## config.mk

```make
export PLATFORM = sky130hd
export DESIGN_NAME = cam_capture_ctrl
export DESIGN_NICKNAME = d
export VERILOG_FILES = /design/src/rtl/cam_pkg.sv /design/src/rtl/cam_rgb_pack.sv /design/src/rtl/cam_capture_ctrl.sv
export SDC_FILE = /design/constraint.sdc
export NUM_CORES = 1
export LEC_CHECK = 0
export CORE_MARGIN = 3
export CORE_UTILIZATION = 44
export CTS_BUF_LIST = sky130_fd_sc_hd__clkbuf_2 sky130_fd_sc_hd__clkbuf_4 sky130_fd_sc_hd__clkbuf_8
export CTS_CLUSTER_DIAMETER = 30
export DETAILED_ROUTE_END_ITERATION = 12
export PLACE_DENSITY = 0.66
export SLEW_MARGIN = 20
export SYNTH_ARGS = -nofsm -noshare
export SYNTH_HDL_FRONTEND = slang
export SYNTH_HIERARCHICAL = 1
export SYNTH_SLANG_ARGS = --single-unit
```

## constraint.sdc

```tcl
create_clock -name CLOCK -period 3.5 [get_ports CLOCK]
set_input_delay 0.35 -clock CLOCK [delete_from_list [all_inputs] [get_ports CLOCK]]
set_output_delay 0.35 -clock CLOCK [all_outputs]
set_load 0.1 [all_outputs]
```

## src/rtl/cam_pkg.sv

```systemverilog
// Shared types, constants and the RGB565 -> RGB332 conversion for the camera capture path.
package cam_pkg;

   typedef enum logic [1:0] {
      IDLE    = 2'd0,
      ARMED   = 2'd1,
      CAPTURE = 2'd2,
      DONE    = 2'd3
   } cam_state_e;

   localparam int SCREEN_WIDTH  = 176;
   localparam int SCREEN_HEIGHT = 144;

   localparam logic [7:0] RGB332_BLACK = 8'h00;
   localparam logic [7:0] RGB332_RED   = 8'hE0;
   localparam logic [7:0] RGB332_GREEN = 8'h1C;
   localparam logic [7:0] RGB332_BLUE  = 8'h03;
   localparam logic [7:0] RGB332_WHITE = 8'hFF;

   // Keeps the top bits of each channel: R[4:2], G[5:3], B[4:3].
   function automatic logic [7:0] rgb565_to_332(input logic [7:0] hi, input logic [7:0] lo);
      logic [15:0] px;
      px = {hi, lo};
      return {px[15:13], px[10:8], px[4:3]};
   endfunction

endpackage

```

## src/rtl/cam_rgb_pack.sv

```systemverilog
// Pairs camera bytes into RGB565 pixels and emits a registered RGB332 word with its write strobe.
module cam_rgb_pack
   import cam_pkg::*;
(
   input  logic       CLOCK,
   input  logic       RESET_N,
   input  logic       byte_en,
   input  logic       clr,
   input  logic       keep,
   input  logic [7:0] cam_data,
   output logic       phase,
   output logic       pix_fire,
   output logic [7:0] pix_data,
   output logic       pix_valid
);

   logic [7:0] hi_byte;

   // A clear (line advance or frame start) always wins over a byte in the same cycle.
   assign pix_fire = byte_en & phase & ~clr;

   // NOTE: sequential state uses non-blocking assignments so every register samples pre-edge values.
   always_ff @(posedge CLOCK or negedge RESET_N) begin
      if (!RESET_N) begin
         phase     <= 1'b0;
         hi_byte   <= 8'h00;
         pix_data  <= 8'h00;
         pix_valid <= 1'b0;
      end else begin
         pix_valid <= pix_fire & keep;
         if (pix_fire && keep)
            pix_data <= rgb565_to_332(hi_byte, cam_data);

         if (clr) begin
            phase <= 1'b0;
         end else if (byte_en) begin
            phase <= ~phase;
            if (!phase)
               hi_byte <= cam_data;
         end
      end
   end

endmodule

```

## src/rtl/cam_capture_ctrl.sv

```systemverilog
// Camera-to-frame-buffer write sequencer: armed/capture/done FSM, line/pixel counters, write port.
// Optional FRAME_DBL_BUF_EN adds W_BANK/DISP_BANK ping-pong bank outputs.
module cam_capture_ctrl
   import cam_pkg::*;
#(
   parameter int WIDTH  = SCREEN_WIDTH,
   parameter int HEIGHT = SCREEN_HEIGHT,
   parameter int ADDR_W = 15
) (
   input  logic              CLOCK,
   input  logic              RESET_N,
   input  logic              CAM_VSYNC,
   input  logic              CAM_HREF,
   input  logic [7:0]        CAM_DATA,
   input  logic              CAPTURE_REQ,
   input  logic              CONTINUOUS,
   output logic [ADDR_W-1:0] W_ADDR,
   output logic [7:0]        W_DATA,
   output logic              W_EN,
   output logic              BUSY,
   output logic              FRAME_DONE,
   output logic              LINE_ERR,
`ifdef FRAME_DBL_BUF_EN
   output logic              W_BANK,
   output logic              DISP_BANK,
`endif
   output logic              FRAME_ERR
);

   localparam int XW = $clog2(WIDTH + 1);
   localparam int YW = $clog2(HEIGHT + 1);

   cam_state_e        state, state_nx;
   logic              prev_vsync, prev_href;
   logic [XW-1:0]     x;
   logic [YW-1:0]     y;
   logic [ADDR_W-1:0] line_base;
   logic              x_ovf, line_has_byte;

   logic vsync_rise, href_fall, in_capture;
   logic frame_start, short_frame, line_adv, last_line;
   logic byte_en, x_full, phase, pix_fire;

   assign vsync_rise  = CAM_VSYNC & ~prev_vsync;
   assign href_fall   = ~CAM_HREF & prev_href;
   assign in_capture  = (state == CAPTURE);

   // Event priority: VSYNC rise, then HREF fall, then byte sampling.
   assign frame_start = vsync_rise & ((state == ARMED) | in_capture);
   assign short_frame = vsync_rise & in_capture;
   assign line_adv    = in_capture & ~vsync_rise & href_fall & line_has_byte;
   assign last_line   = line_adv & (y == YW'(HEIGHT - 1));
   assign byte_en     = in_capture & ~vsync_rise & CAM_HREF;
   assign x_full      = (x == XW'(WIDTH));

   cam_rgb_pack u_pack (
      .CLOCK     (CLOCK),
      .RESET_N   (RESET_N),
      .byte_en   (byte_en),
      .clr       (frame_start | line_adv),
      .keep      (~x_full),
      .cam_data  (CAM_DATA),
      .phase     (phase),
      .pix_fire  (pix_fire),
      .pix_data  (W_DATA),
      .pix_valid (W_EN)
   );

   // NOTE: state_nx gets a default before the case so no path leaves it unassigned (no latch).
   always_comb begin
      state_nx = state;
      unique case (state)
         IDLE:    if (CAPTURE_REQ) state_nx = ARMED;
         ARMED:   if (vsync_rise)  state_nx = CAPTURE;
         CAPTURE: if (last_line)   state_nx = DONE;
         DONE:    state_nx = CONTINUOUS ? ARMED : IDLE;
         default: state_nx = IDLE;
      endcase
   end

   always_ff @(posedge CLOCK or negedge RESET_N) begin
      if (!RESET_N) begin
         state      <= IDLE;
         prev_vsync <= 1'b0;
         prev_href  <= 1'b0;
         BUSY       <= 1'b0;
         FRAME_DONE <= 1'b0;
      end else begin
         state      <= state_nx;
         prev_vsync <= CAM_VSYNC;
         prev_href  <= CAM_HREF;
         BUSY       <= (state_nx != IDLE);
         FRAME_DONE <= (state_nx == DONE);
      end
   end

   // Line base accumulates WIDTH per line so the address needs only an adder.
   always_ff @(posedge CLOCK or negedge RESET_N) begin
      if (!RESET_N) begin
         x             <= '0;
         y             <= '0;
         line_base     <= '0;
         x_ovf         <= 1'b0;
         line_has_byte <= 1'b0;
         W_ADDR        <= '0;
      end else begin
         if (frame_start) begin
            x             <= '0;
            y             <= '0;
            line_base     <= '0;
            x_ovf         <= 1'b0;
            line_has_byte <= 1'b0;
         end else if (line_adv) begin
            x             <= '0;
            y             <= y + 1'b1;
            line_base     <= line_base + ADDR_W'(WIDTH);
            x_ovf         <= 1'b0;
            line_has_byte <= 1'b0;
         end else if (byte_en) begin
            line_has_byte <= 1'b1;
            if (pix_fire) begin
               if (x_full) begin
                  x_ovf <= 1'b1;
               end else begin
                  x      <= x + 1'b1;
                  W_ADDR <= line_base + ADDR_W'(x);
               end
            end
         end
      end
   end

   // A line is bad if it ran short, ran long (saturated and kept going) or ended on an odd byte.
   always_ff @(posedge CLOCK or negedge RESET_N) begin
      if (!RESET_N) begin
         LINE_ERR  <= 1'b0;
         FRAME_ERR <= 1'b0;
      end else begin
         if (frame_start)
            LINE_ERR <= 1'b0;
         else if (line_adv && (!x_full || x_ovf || phase))
            LINE_ERR <= 1'b1;

         if (state == IDLE && CAPTURE_REQ)
            FRAME_ERR <= 1'b0;
         else if (short_frame)
            FRAME_ERR <= 1'b1;
      end
   end

`ifdef FRAME_DBL_BUF_EN
   always_ff @(posedge CLOCK or negedge RESET_N) begin
      if (!RESET_N) begin
         W_BANK    <= 1'b0;
         DISP_BANK <= 1'b0;
      end else if (state == DONE) begin
         DISP_BANK <= W_BANK;
         W_BANK    <= ~W_BANK;
      end
   end
`endif

endmodule
```

# [Yosys cells after proc, flatten, opt, wreduce, memory -nomap -nowiden]
# Index checks and enable logic that the tools add are counted.
[word_totals] word_cells=97 ff_bits=74 in_bits=14 out_inout_bits=28
[classes] n_reduce_logical=19 addsub=4 n_bitwise=22 n_mux=28 n_eq_ne=7
[op_table] cell="two-way mux 8 bit" count=7
[op_table] cell="two-way mux 15 bit" count=2
[op_table] cell="adder 8 x 1 -> 8 bit, second input constant" count=2
[op_table] cell="== test 8 bit, second input constant" count=2
[op_table] cell="adder 15 x 8 -> 15 bit" count=1
[op_table] cell="adder 15 x 8 -> 15 bit, second input constant" count=1
[op_table] cell="two-way mux 1 bit" count=15
[op_table] cell="AND 1 bit" count=12
[op_table] cell="nonzero test 2 bit" count=5
[op_table] cell="AND reduction 3 bit" count=3
[op_table] cell="nonzero test 3 bit" count=3
[op_table] cell="NOT 1 bit" count=8
[op_table] cell="one-hot mux 2 bit (4 select lines)" count=1
[op_table] cell="== test 2 bit, second input constant" count=3
[op_table] cell="two-way mux 2 bit" count=3
[op_table] cell="AND reduction 5 bit" count=1
[op_table] cell="logical AND 1 bit" count=3
[op_table] cell="!= test 3 bit, second input constant" count=1
[op_table] cell="== test 2 x 1 -> 1 bit, second input constant" count=1
[op_table] cell="zero test 2 bit" count=1
[op_table] cell="logical OR 1 bit" count=2
[op_table] cell="bitwise OR 1 bit" count=2
[op_table] cell="zero test 1 bit" count=1

# [Longest topological paths before layout]
[depth] depth_word=13 ltp_mapped=11 depth_no_buf=9

# [By module]
# Netlist, hierarchy kept.
[by_module_without_submodules] module="cam_capture_ctrl" seq_area_each_um2=1301.2 n_inst=1 cells_per_inst=285 area_per_inst_um2=2832.7
[by_module_without_submodules] module="cam_rgb_pack" seq_area_each_um2=400.4 n_inst=1 cells_per_inst=36 area_per_inst_um2=626.9

# [Least setup slack after synthesis]
# Ideal clock, no wire load.
[synth_path] path_type="reg2reg" from="register state[0]" to="register x[2]" setup_ns=0.082 period_less_slack_ns=2.807 stages_incl_launch_ff=12 path_buffers=2 setup_slack_ns=0.693 arrival_time_ns=2.725 required_ns=3.418 path_cell_list="dfrtp_1 inv_1 ha_1 and4b_1 buf_4 a21oi_2 clkinv_1 and3b_2 nand3_1 buf_4 or4_2 a21oi_1"
[synth_between] elab_chain_cells=9 elab_cells_between_ends=18 classes_between="eq/ne: 3; mux: 2; bitwise: 10; reduce/logical: 3"
[synth_rtl] element="start, declared" line_no="cam_capture_ctrl.sv:33" source="cam_state_e state, state_nx;"
[synth_rtl] element="start signal, assigned" line_no="cam_capture_ctrl.sv:89" source="state <= state_nx;"
[synth_rtl] element="== test 2 bit" line_no="cam_capture_ctrl.sv:46" source="assign in_capture = (state == CAPTURE);"
[synth_rtl] element="AND 1 bit" line_no="cam_capture_ctrl.sv:51, cam_capture_ctrl.sv:53"
[synth_rtl] element="AND 1 bit (2 in a row)" line_no="cam_capture_ctrl.sv:51" source="assign line_adv = in_capture & ~vsync_rise & href_fall & line_has_byte;"
[synth_rtl] element="bitwise OR 1 bit" line_no="cam_capture_ctrl.sv:60" source=".clr (frame_start | line_adv),"
[synth_rtl] element="NOT 1 bit (no source line)"
[synth_rtl] element="AND 1 bit (*)" line_no="cam_rgb_pack.sv:20" source="assign pix_fire = byte_en & phase & ~clr;"
[synth_rtl] element="net pix_fire" line_no="cam_capture_ctrl.sv:42" source="logic byte_en, x_full, phase, pix_fire;"
[synth_rtl] element="nonzero test 3 bit (no source line) (*)"
[synth_rtl] element="AND reduction 3 bit (no source line) (*)"
[synth_rtl] element="end signal, assigned" line_no="cam_capture_ctrl.sv:125" source="x <= x + 1'b1;"
[synth_rtl] element="end, declared" line_no="cam_capture_ctrl.sv:35" source="logic [XW-1:0] x;"
# Mark *: on every way through the listed nets, which the timed path passes. The rest lies on a longest branch.
# A chain may end at the register's enable or synchronous reset.

# [Worst setup path in the final report]
[layout_path] from="register state[0]" to="register W_ADDR[1]"
[layout_between] elab_chain_cells=8 elab_cells_between_ends=15 classes_between="eq/ne: 2; bitwise: 12; reduce/logical: 1"
[layout_rtl] element="== test 2 bit" line_no="cam_capture_ctrl.sv:46"
[layout_rtl] element="AND 1 bit" line_no="cam_capture_ctrl.sv:51, cam_capture_ctrl.sv:53"
[layout_rtl] element="AND 1 bit (2 in a row)" line_no="cam_capture_ctrl.sv:51"
[layout_rtl] element="bitwise OR 1 bit" line_no="cam_capture_ctrl.sv:60"
[layout_rtl] element="NOT 1 bit (no source line)"
[layout_rtl] element="AND 1 bit (*)" line_no="cam_rgb_pack.sv:20"
[layout_rtl] element="net pix_fire" line_no="cam_capture_ctrl.sv:42"
[layout_rtl] element="AND reduction 5 bit (no source line) (*)"
[layout_rtl] element="end signal, assigned" line_no="cam_capture_ctrl.sv:126" source="W_ADDR <= line_base + ADDR_W'(x);"
[layout_rtl] element="end, declared" line_no="cam_capture_ctrl.sv:17" source="output logic [ADDR_W-1:0] W_ADDR,"
# Marked as above.

==> flow_summary_export.csv <==
group,metric,value,unit
outcome,status,"complete, no violations",
clock_tree,cts_setup_buffers,0,
floorplan,die_w,94.7,µm
place,port_buffers,41,
timing,finalSetupViolCount,0,
synthesis,synth_edf_count,0,
clock_tree,htreeDepth,3,
timing,fin_tns_setup,0,ns
synthesis,syn_nets,350,
synthesis,synth_area,0.00346,mm²
timing,relSlewSlack,34.7,%
clock_tree,clock-sinks,68,
timing,hold_violations,0,
synthesis,synth_top_area_cell,"dfrtp_1",
finish,final_common_cell,"dfrtp_1",
timing,finClkSkew,0.00889,ns
clock_tree,cts_root_buf,"clkbuf_8",
setup_path,path_cells,"inv_1 -> ha_1 -> and4b_1 -> a21oi_2 -> clkinv_1 -> and3b_2 -> nand3_1 -> nor2_2 -> mux2_2",
finish,nFillCells,686,
place,post-place-ws,0.325,ns
drt,vias_per_cell,5.51,
drt,routed_wirelength,7.14,mm
synthesis,synth-async-reset-ratio,100,%
power,powerDensity,717,mW/mm²
worst_hold_path,min_path_type,"primary input to asynchronous set/reset pin",
floorplan,die_area,0.00896,mm²
synthesis,ys_ff_latch,68,
clock_tree,cts_buffer_depth,2,
finish,syn_to_final_growth,20.2,%
global_route,grt_pass1_vias,2673,
timing,rsz0062_at_grt,"false",
floorplan,die_h,94.7,µm
power,power_leakage,1.76,nW
global_route,grt_pass1_wl,12.7,mm
synthesis,yosysWarnings,6,
timing,drv_slew,0,
synthesis,netlist_instances,321,
synthesis,syn_area_per_cell,10.8,µm²
synthesis,synthTopCellsByArea,"dfrtp_1 (49%), mux2_2 (6.5%), ha_1 (5.4%)",
clock_tree,numCtsBuffers,9,
drt,ant_nets,0,
clock_tree,ctsHoldBuffers,0,
synthesis,yosysUniqueCellTypes,53,
drt,drt_iter0_drc,109,
setup_path,cp-end-kind,"flop",
clock_tree,clk_pin_slew,0.07,ns
place,hpwlAfterDp,5.04,mm
power,peakVddDrop,0.434,mV
flow_run,cap_viol_max_count,0,
floorplan,rows,31,
clock_tree,cts_tree,"yes",
setup_path,critPathSlowestCell,"nor2_2",
global_route,track_usage,18.0,%
synthesis,ys.flop_type,"dfrtp_1",
synthesis,synth_seq_area_share,49.2,%
floorplan,core_area,0.00745,mm²
timing,worstMarginPinSlew,0.977,ns
setup_path,crit_required,3.72,ns
power,power,2.98,mW
floorplan,start_util,46.5,%
setup_path,crit_path_max_fanout,11,
global_route,grt_start_max_net_pins,37,
clock_tree,clk_latency,0.34,ns
timing,period_share,87.0,%
setup_path,crit_arrival,3.27,ns
synthesis,synth_top_area_share,49.2,%
finish,nets,399,
timing,period_minus_slack,3.05,ns
global_route,grt_overflow,0,
timing,fmax,328,MHz
clock_tree,cts-resized-gates,0,
drt,vias,2610,
place,gp_congestion,0.765,
setup_path,start_kind,"flop",
finish,drive_above_1_share,14.4,%
timing,layout_setup_ws,0.453,ns
drt,drc_errors,0,
global_route,antenna_found_initial,0,
drt,wl_per_cell,15.1,µm
finish,final_cell_mix,"dfrtp_1 (68), clkdlybuf4s50_1 (40), a21oi_1 (28)",
finish,diodes,0,
setup_path,crit_type,"flop to flop",
setup_path,max_stage_delay,0.47,ns
floorplan,ios,42,
drt,first_pass_iters,4,
-- cell families after synthesis --
logic type | count (synthesis) | synth area share [%]
AO/OA/AOI/OAI | 82 | 14.4
XOR/XNOR | 14 | 3.54
adder cells (fa/ha/maj) | 15 | 5.42
buffers and inverters | 24 | 3.72
flip-flops | 68 | 49.2
multiplexers | 23 | 7.38
other | 1 | 0.108
AND/OR/NAND/NOR | 94 | 16.2
-- final cells by class --
cell class,count,area [µm²],area share (%)
Clock buffer,10,138,3.31
Clock inverter,6,63.8,1.53
Inverter,16,60.1,1.44
Multi-Input combinational cell,229,1630,39.2
Sequential cell,68,1700,40.9
Tap cell,99,124,2.98
Timing Repair Buffer,46,443,10.6
-- final timing paths --
kind | from | depth (start not counted) | slack [ns] | endpoint
worst max register to register | state[0] | 9 | 0.45 | W_ADDR[1]
min in group CLOCK | u_pack/pix_data[1] | 1 | 0.51 | u_pack/pix_data[1]
max in group asynchronous | RESET_N | 2 | 2.66 | x[0]
worst max-delay path | state[0] | 9 | 0.45 | W_ADDR[1]
worst min-delay path | RESET_N | 1 | 0.1 | W_ADDR[5]
worst min register to register | u_pack/pix_data[1] | 1 | 0.51 | u_pack/pix_data[1]
-- critical path: cells and delay by family, from the launching register on --
family | cells | cell delay, ns
AOI/OAI and AO/OA | 1 | 0.28
adders and majority gates | 1 | 0.28
buffers and inverters | 2 | 0.23
DFF | 1 | 0.40
muxes | 1 | 0.39
and+or+nand+nor | 4 | 1.34
-- state kept, by name (all words and copies together), names as in the netlist --
signal,count
prev_vsync,1
state,2
x,8
u_pack/phase,1
FRAME_DONE,1
BUSY,1
u_pack/pix_data,8
u_pack/hi_byte,6
y,8
FRAME_ERR,1
line_has_byte,1
line_base,11
prev_href,1
u_pack/pix_valid,1
x_ovf,1
LINE_ERR,1
W_ADDR,15
-- report_power, final --
part	internal, mW	switching [mW]
sequential	0.936	0.0938
combinational	0.323	0.976
clock	0.347	0.306
total	1.61	1.38
-- synth_stat cells (all sizes together) (5+ instances only) --
library cell  number
ha                15
clkbuf             5
nand2             14
nand3             10
nor2              17
or3               10
mux2              20
nand4              7
nor3               6
o21ai             23
a31oi              7
xnor2             10
dfrtp             68
and2               5
o31ai              8
a21oi             29
or4                8
inv               15
-- per-stage QoR --
step / util (%) / cell area (µm²) / hold slack (ns) / cells
detailed placement: 53.1 / 3960 / 0.494 / 458
finish: 55.8 / 4160 / 0.0979 / 474
global placement: 53.1 / 3960 / 0.485 / 458
global route: 55.8 / 4160 / 0.161 / 474
floorplan: - / 3460 / 0.0544 / 321
CTS: 55.8 / 4160 / 0.128 / 474
-- metal layers --
layer,vias to the layer above,GRT usage (%),share of wire (%)
met5,-,0,0
met4,0,6.37,1.6
met3,12,4.46,4.1
met2,44,29.4,49
met1,1283,23.4,45
li1,1271,-,-
Power figures use the tool's default switching activity.
==> variant 1 (same settings) <==
The output `FRAME_DONE` loses its register stage (`FRAME_DONE` becomes a continuous assignment).
--- a/src/rtl/cam_capture_ctrl.sv
+++ b/src/rtl/cam_capture_ctrl.sv
@@ -84,15 +84,15 @@
          prev_vsync <= 1'b0;
          prev_href  <= 1'b0;
          BUSY       <= 1'b0;
-         FRAME_DONE <= 1'b0;
       end else begin
          state      <= state_nx;
          prev_vsync <= CAM_VSYNC;
          prev_href  <= CAM_HREF;
          BUSY       <= (state_nx != IDLE);
-         FRAME_DONE <= (state_nx == DONE);
       end
    end
+
+   assign FRAME_DONE = (state_nx == DONE);
 
    // Line base accumulates WIDTH per line so the address needs only an adder.
    always_ff @(posedge CLOCK or negedge RESET_N) begin
Formal check against the unedited RTL: no difference found for any inputs over 10 cycles, from zero or initial values and one cycle with RESET_N low; that may be too few to reach the edited logic, so the function may still have changed.
==> variant 1 against the unedited design <==
  * Non-clock buffer count decreased by 1
  * Via count decreased by 2.0%
  * Setup slack improved by 35 ps
  * Area after synthesis decreased by 0.72%
  * Final cell count decreased by 0.42%
  * Maximum frequency increased by 1.1%
  * Total power increased by 1.6%
  * Wire length decreased by 3.5%
  * Sequential cell count decreased by 1
  * Final area decreased by 0.18%
  * Count of clock-buffer cells in the layout decreased by 1
  * Critical path type unchanged
  * Critical endpoint unchanged
==> variant 1: results (changes against the unedited design) <==
========================================================================================
Leakage component of the power ............................................      1.76 nW   +0.24%
Vias in the first global route ............................................        2,380   -11%
DRC marker count from the first detailed-route iteration ..................          123   +13%
Worst hold slack ..........................................................      11.6 ps   -86.3 ps
Startpoint of the most critical setup path ................................     state[0]
List of most frequent post-synthesis cells ................................ dfrtp_1 (67), a21oi_1 (28), o21ai_0 (23)
Setup violation total in the final timing report ..........................            0   unchanged
Register-to-register path setup slack .....................................       490 ps   +30 ps
Total length of routed wires ..............................................      6890 um   -3.5%
Synth Net Count ...........................................................          349   -0.29%
Aggregate global-route resource usage .....................................        17.1%   -0.92 points
Peak supply drop ..........................................................     0.392 mV   -9.7%
Per-cell via count in the routed design ...................................         5.42   -1.6%
Fraction of final layout cells sized beyond drive strength 1 ..............        14.7%   +0.35 points
Number of buffers on the longest clock path ...............................            2   unchanged
Shortest clock period the worst path allows after layout ..................      3010 ps   -34.5 ps
Sequential fraction of the synthesis area .................................        48.8%   -0.37 points
Synth area leaders ........................................................ dfrtp_1 (49%), mux2_2 (6.6%), ha_1 (5.5%), a21oi_1 (4.1%), o21ai_0 (3.4%)
Arr. time, crit path ......................................................      3240 ps   -30 ps
Total half-perimeter wirelength after legalization and detailed placement .      4950 um   -1.7%
Skew final ................................................................      10.7 ps   +1.81 ps
Result of the run ......................................................... finished clean
Global-route wire length before repair ....................................    11,600 um   -8.8%
Largest net degree at the start of global routing .........................           40   +8.1%
Net count of the finished layout ..........................................          397   -0.50%
Worst max-slew margin expressed relative to the limit .....................        34.2%   -0.47 points
========================================================================================
variant 1: routing by layer:
metal  track usage (%)  part of all wire (%)  up-vias
li1                  -                     -     1268
met2              26.3                    48       34
met5                 0                     0        -
met1              22.4                    46     1243
met3              5.42                   3.8       13
met4              7.22                   1.9        0
variant 1: worst max-delay path, cell delays in order, from the launching register on:
cell      delay (ps)
dfrtp_1          410
inv_1            120
ha_1             270
and4b_1          320
a21oi_2          290
clkinv_1         110
and3b_2          260
nand3_1          270
nor2_2           450
mux2_2           380
variant 1: layout make-up:
type                    count  area [sq um]
flip-flops and latches     67          1680
repair buffers             45           433
fillers                   646          3260
clock buffers               9           124
multi-input cells         229          1630
inverters                  16          60.1
clock inverters             7           100
well taps                  99           124
variant 1: per-stage QoR:
step	cell area, sq um	setup slack, ps	cells
after floorplan	3440	528	320
after global placement	3930	459	456
after global routing	4150	209	472
after detailed placement	3930	350	456
final	4150	488	472
after CTS	4150	430	472
variant 1: how the worst min path moves through the flow:
stage            start                 end  slack (ps)
2_1_floorplan  RESET_N                BUSY          50
3_3_place_gp   RESET_N    u_pack/pix_valid         410
3_5_place_dp   RESET_N  u_pack/pix_data[5]         420
4_1_cts        RESET_N  u_pack/pix_data[5]          20
5_1_grt        RESET_N    u_pack/pix_valid          40
6_report       RESET_N  u_pack/pix_data[6]          10
variant 1: cell families after synthesis:
kind of cell	count (synthesis)	synth area share [%]
xor gates and xnor gates	14	3.57
DFF	67	48.8
and+or+nand+nor	94	16.3
other	1	0.109
adders and majority gates	15	5.46
AOI/OAI and AO/OA	82	14.5
muxes	23	7.43
buffers and inverters	24	3.75
variant 1: where the power goes:
part	internal, mW	switching, mW
registers	0.924	0.0914
clock network	0.407	0.312
logic	0.322	0.974
total	1.65	1.38
==> variant 2 (same flow settings) <==
Made on the original files. Build with the macro `FRAME_DBL_BUF_EN` defined.
--- a/src/rtl/cam_capture_ctrl.sv
+++ b/src/rtl/cam_capture_ctrl.sv
@@ -1,5 +1,7 @@
 // Camera-to-frame-buffer write sequencer: armed/capture/done FSM, line/pixel counters, write port.
 // Optional FRAME_DBL_BUF_EN adds W_BANK/DISP_BANK ping-pong bank outputs.
+`define FRAME_DBL_BUF_EN
+
 module cam_capture_ctrl
    import cam_pkg::*;
 #(
Function (old outputs only; new: DISP_BANK and W_BANK): kept (equiv_simple and equiv_induct, registers matched by name and starting in step).
==> variant 2 against the unedited design <==
  * Area after synthesis increased by 1.2%
  * Critical path depth unchanged
  * Setup slack improved by 280 ps
  * Final cell count increased by 1.3%
  * Count of clock-buffer cells in the layout increased by 1
  * Total power increased by 0.70%
  * Clock power increased by 0.6%
  * Final area increased by 2.1%
  * Via count decreased by 0.65%
  * Sequential share of layout area increased by 0.35 points
  * Clock skew decreased by 1.9 ps
  * Sequential cell count increased by 2
  * Wire length decreased by 1.9%
  * Critical path type unchanged
==> variant 2: results (changes against the unedited design) <==
========================================================================================
Result of the run ......................................................... finished clean
Sequential fraction of the synthesis area .................................        50.1%   +0.87 points
Slowest cell delay on critical path .......................................       390 ps   -80 ps
Detailed route wirelength on metal3 .......................................       257 um   -12%
Worst hold slack ..........................................................      8.91 ps   -89.0 ps
List of most frequent post-synthesis cells ................................ dfrtp_1 (70), a21oi_1 (28), nor2_1 (18)
Final routed wire length divided by cell count ............................      14.6 um   -3.1%
Cell count after placement ................................................          464   +1.3%
Global-route wire length before repair ....................................    11,800 um   -7.3%
Peak supply drop ..........................................................     0.365 mV   -16%
Met1 Usage GRT ............................................................        23.7%   +0.33 points
Net count of the finished layout ..........................................          405   +1.5%
Placement Setup Slack .....................................................       614 ps   +289 ps
Synth area leaders ........................................................ dfrtp_1 (50%), ha_1 (5.4%), mux2_2 (4.8%), a21oi_1 (4.0%), xnor2_1 (3.5%)
Port-buffer cells .........................................................           43   +4.9%
Crit Path Max Fanout ......................................................           12   +1
Leakage component of the power ............................................      1.83 nW   +3.7%
Sum of routed wire segments on met1 .......................................      3370 um   +4.0%
Largest net degree at the start of global routing .........................           45   +22%
Combinational share of power ..............................................        43.1%   -0.5 points
Fraction of final layout cells sized beyond drive strength 1 ..............        12.3%   -2.1 points
Crit path max-delay cell type .............................................      dfrtp_1
Number of search-and-repair iterations in the first detailed-routing pass .            5   +1
Vias in the first global route ............................................        2,490   -6.8%
Power density cells .......................................................  707 nW/um^2   -1.3%
Number of distinct standard cells referenced by the synthesized netlist ...           55   +3.8%
========================================================================================
==> variant 2: cell families after synthesis <==
kind of cell / Yosys count / share of synthesized area, %
fa+ha+maj: 15 / 5.36
xor+xnor: 18 / 4.50
flops: 70 / 50.1
simple gates: 94 / 16.3
mux: 21 / 6.72
buf+inv: 26 / 2.90
other cells: 1 / 0.107
compound gates: 81 / 14.1
==> variant 2: final cells by class <==
type                       instances  area, sq um
clock buffer                      11          145
clock inverter                     5         58.8
fill                             642         3240
inverter                          19         71.3
multi-input combinational        230         1650
sequential                        70         1750
tap                               99          124
timing repair buffer              46          448
==> variant 2: path summary, 6_finish.rpt <==
check | startpoint | end | depth (start not counted)
min | RESET_N | W_ADDR[6] | 1
min in group CLOCK | W_ADDR[4] | W_ADDR[4] | 1
max reg2reg | state[0] | W_ADDR[1] | 9
max in group asynchronous | RESET_N | state[1] | 2
min reg2reg | W_ADDR[4] | W_ADDR[4] | 1
max | state[0] | W_ADDR[1] | 9
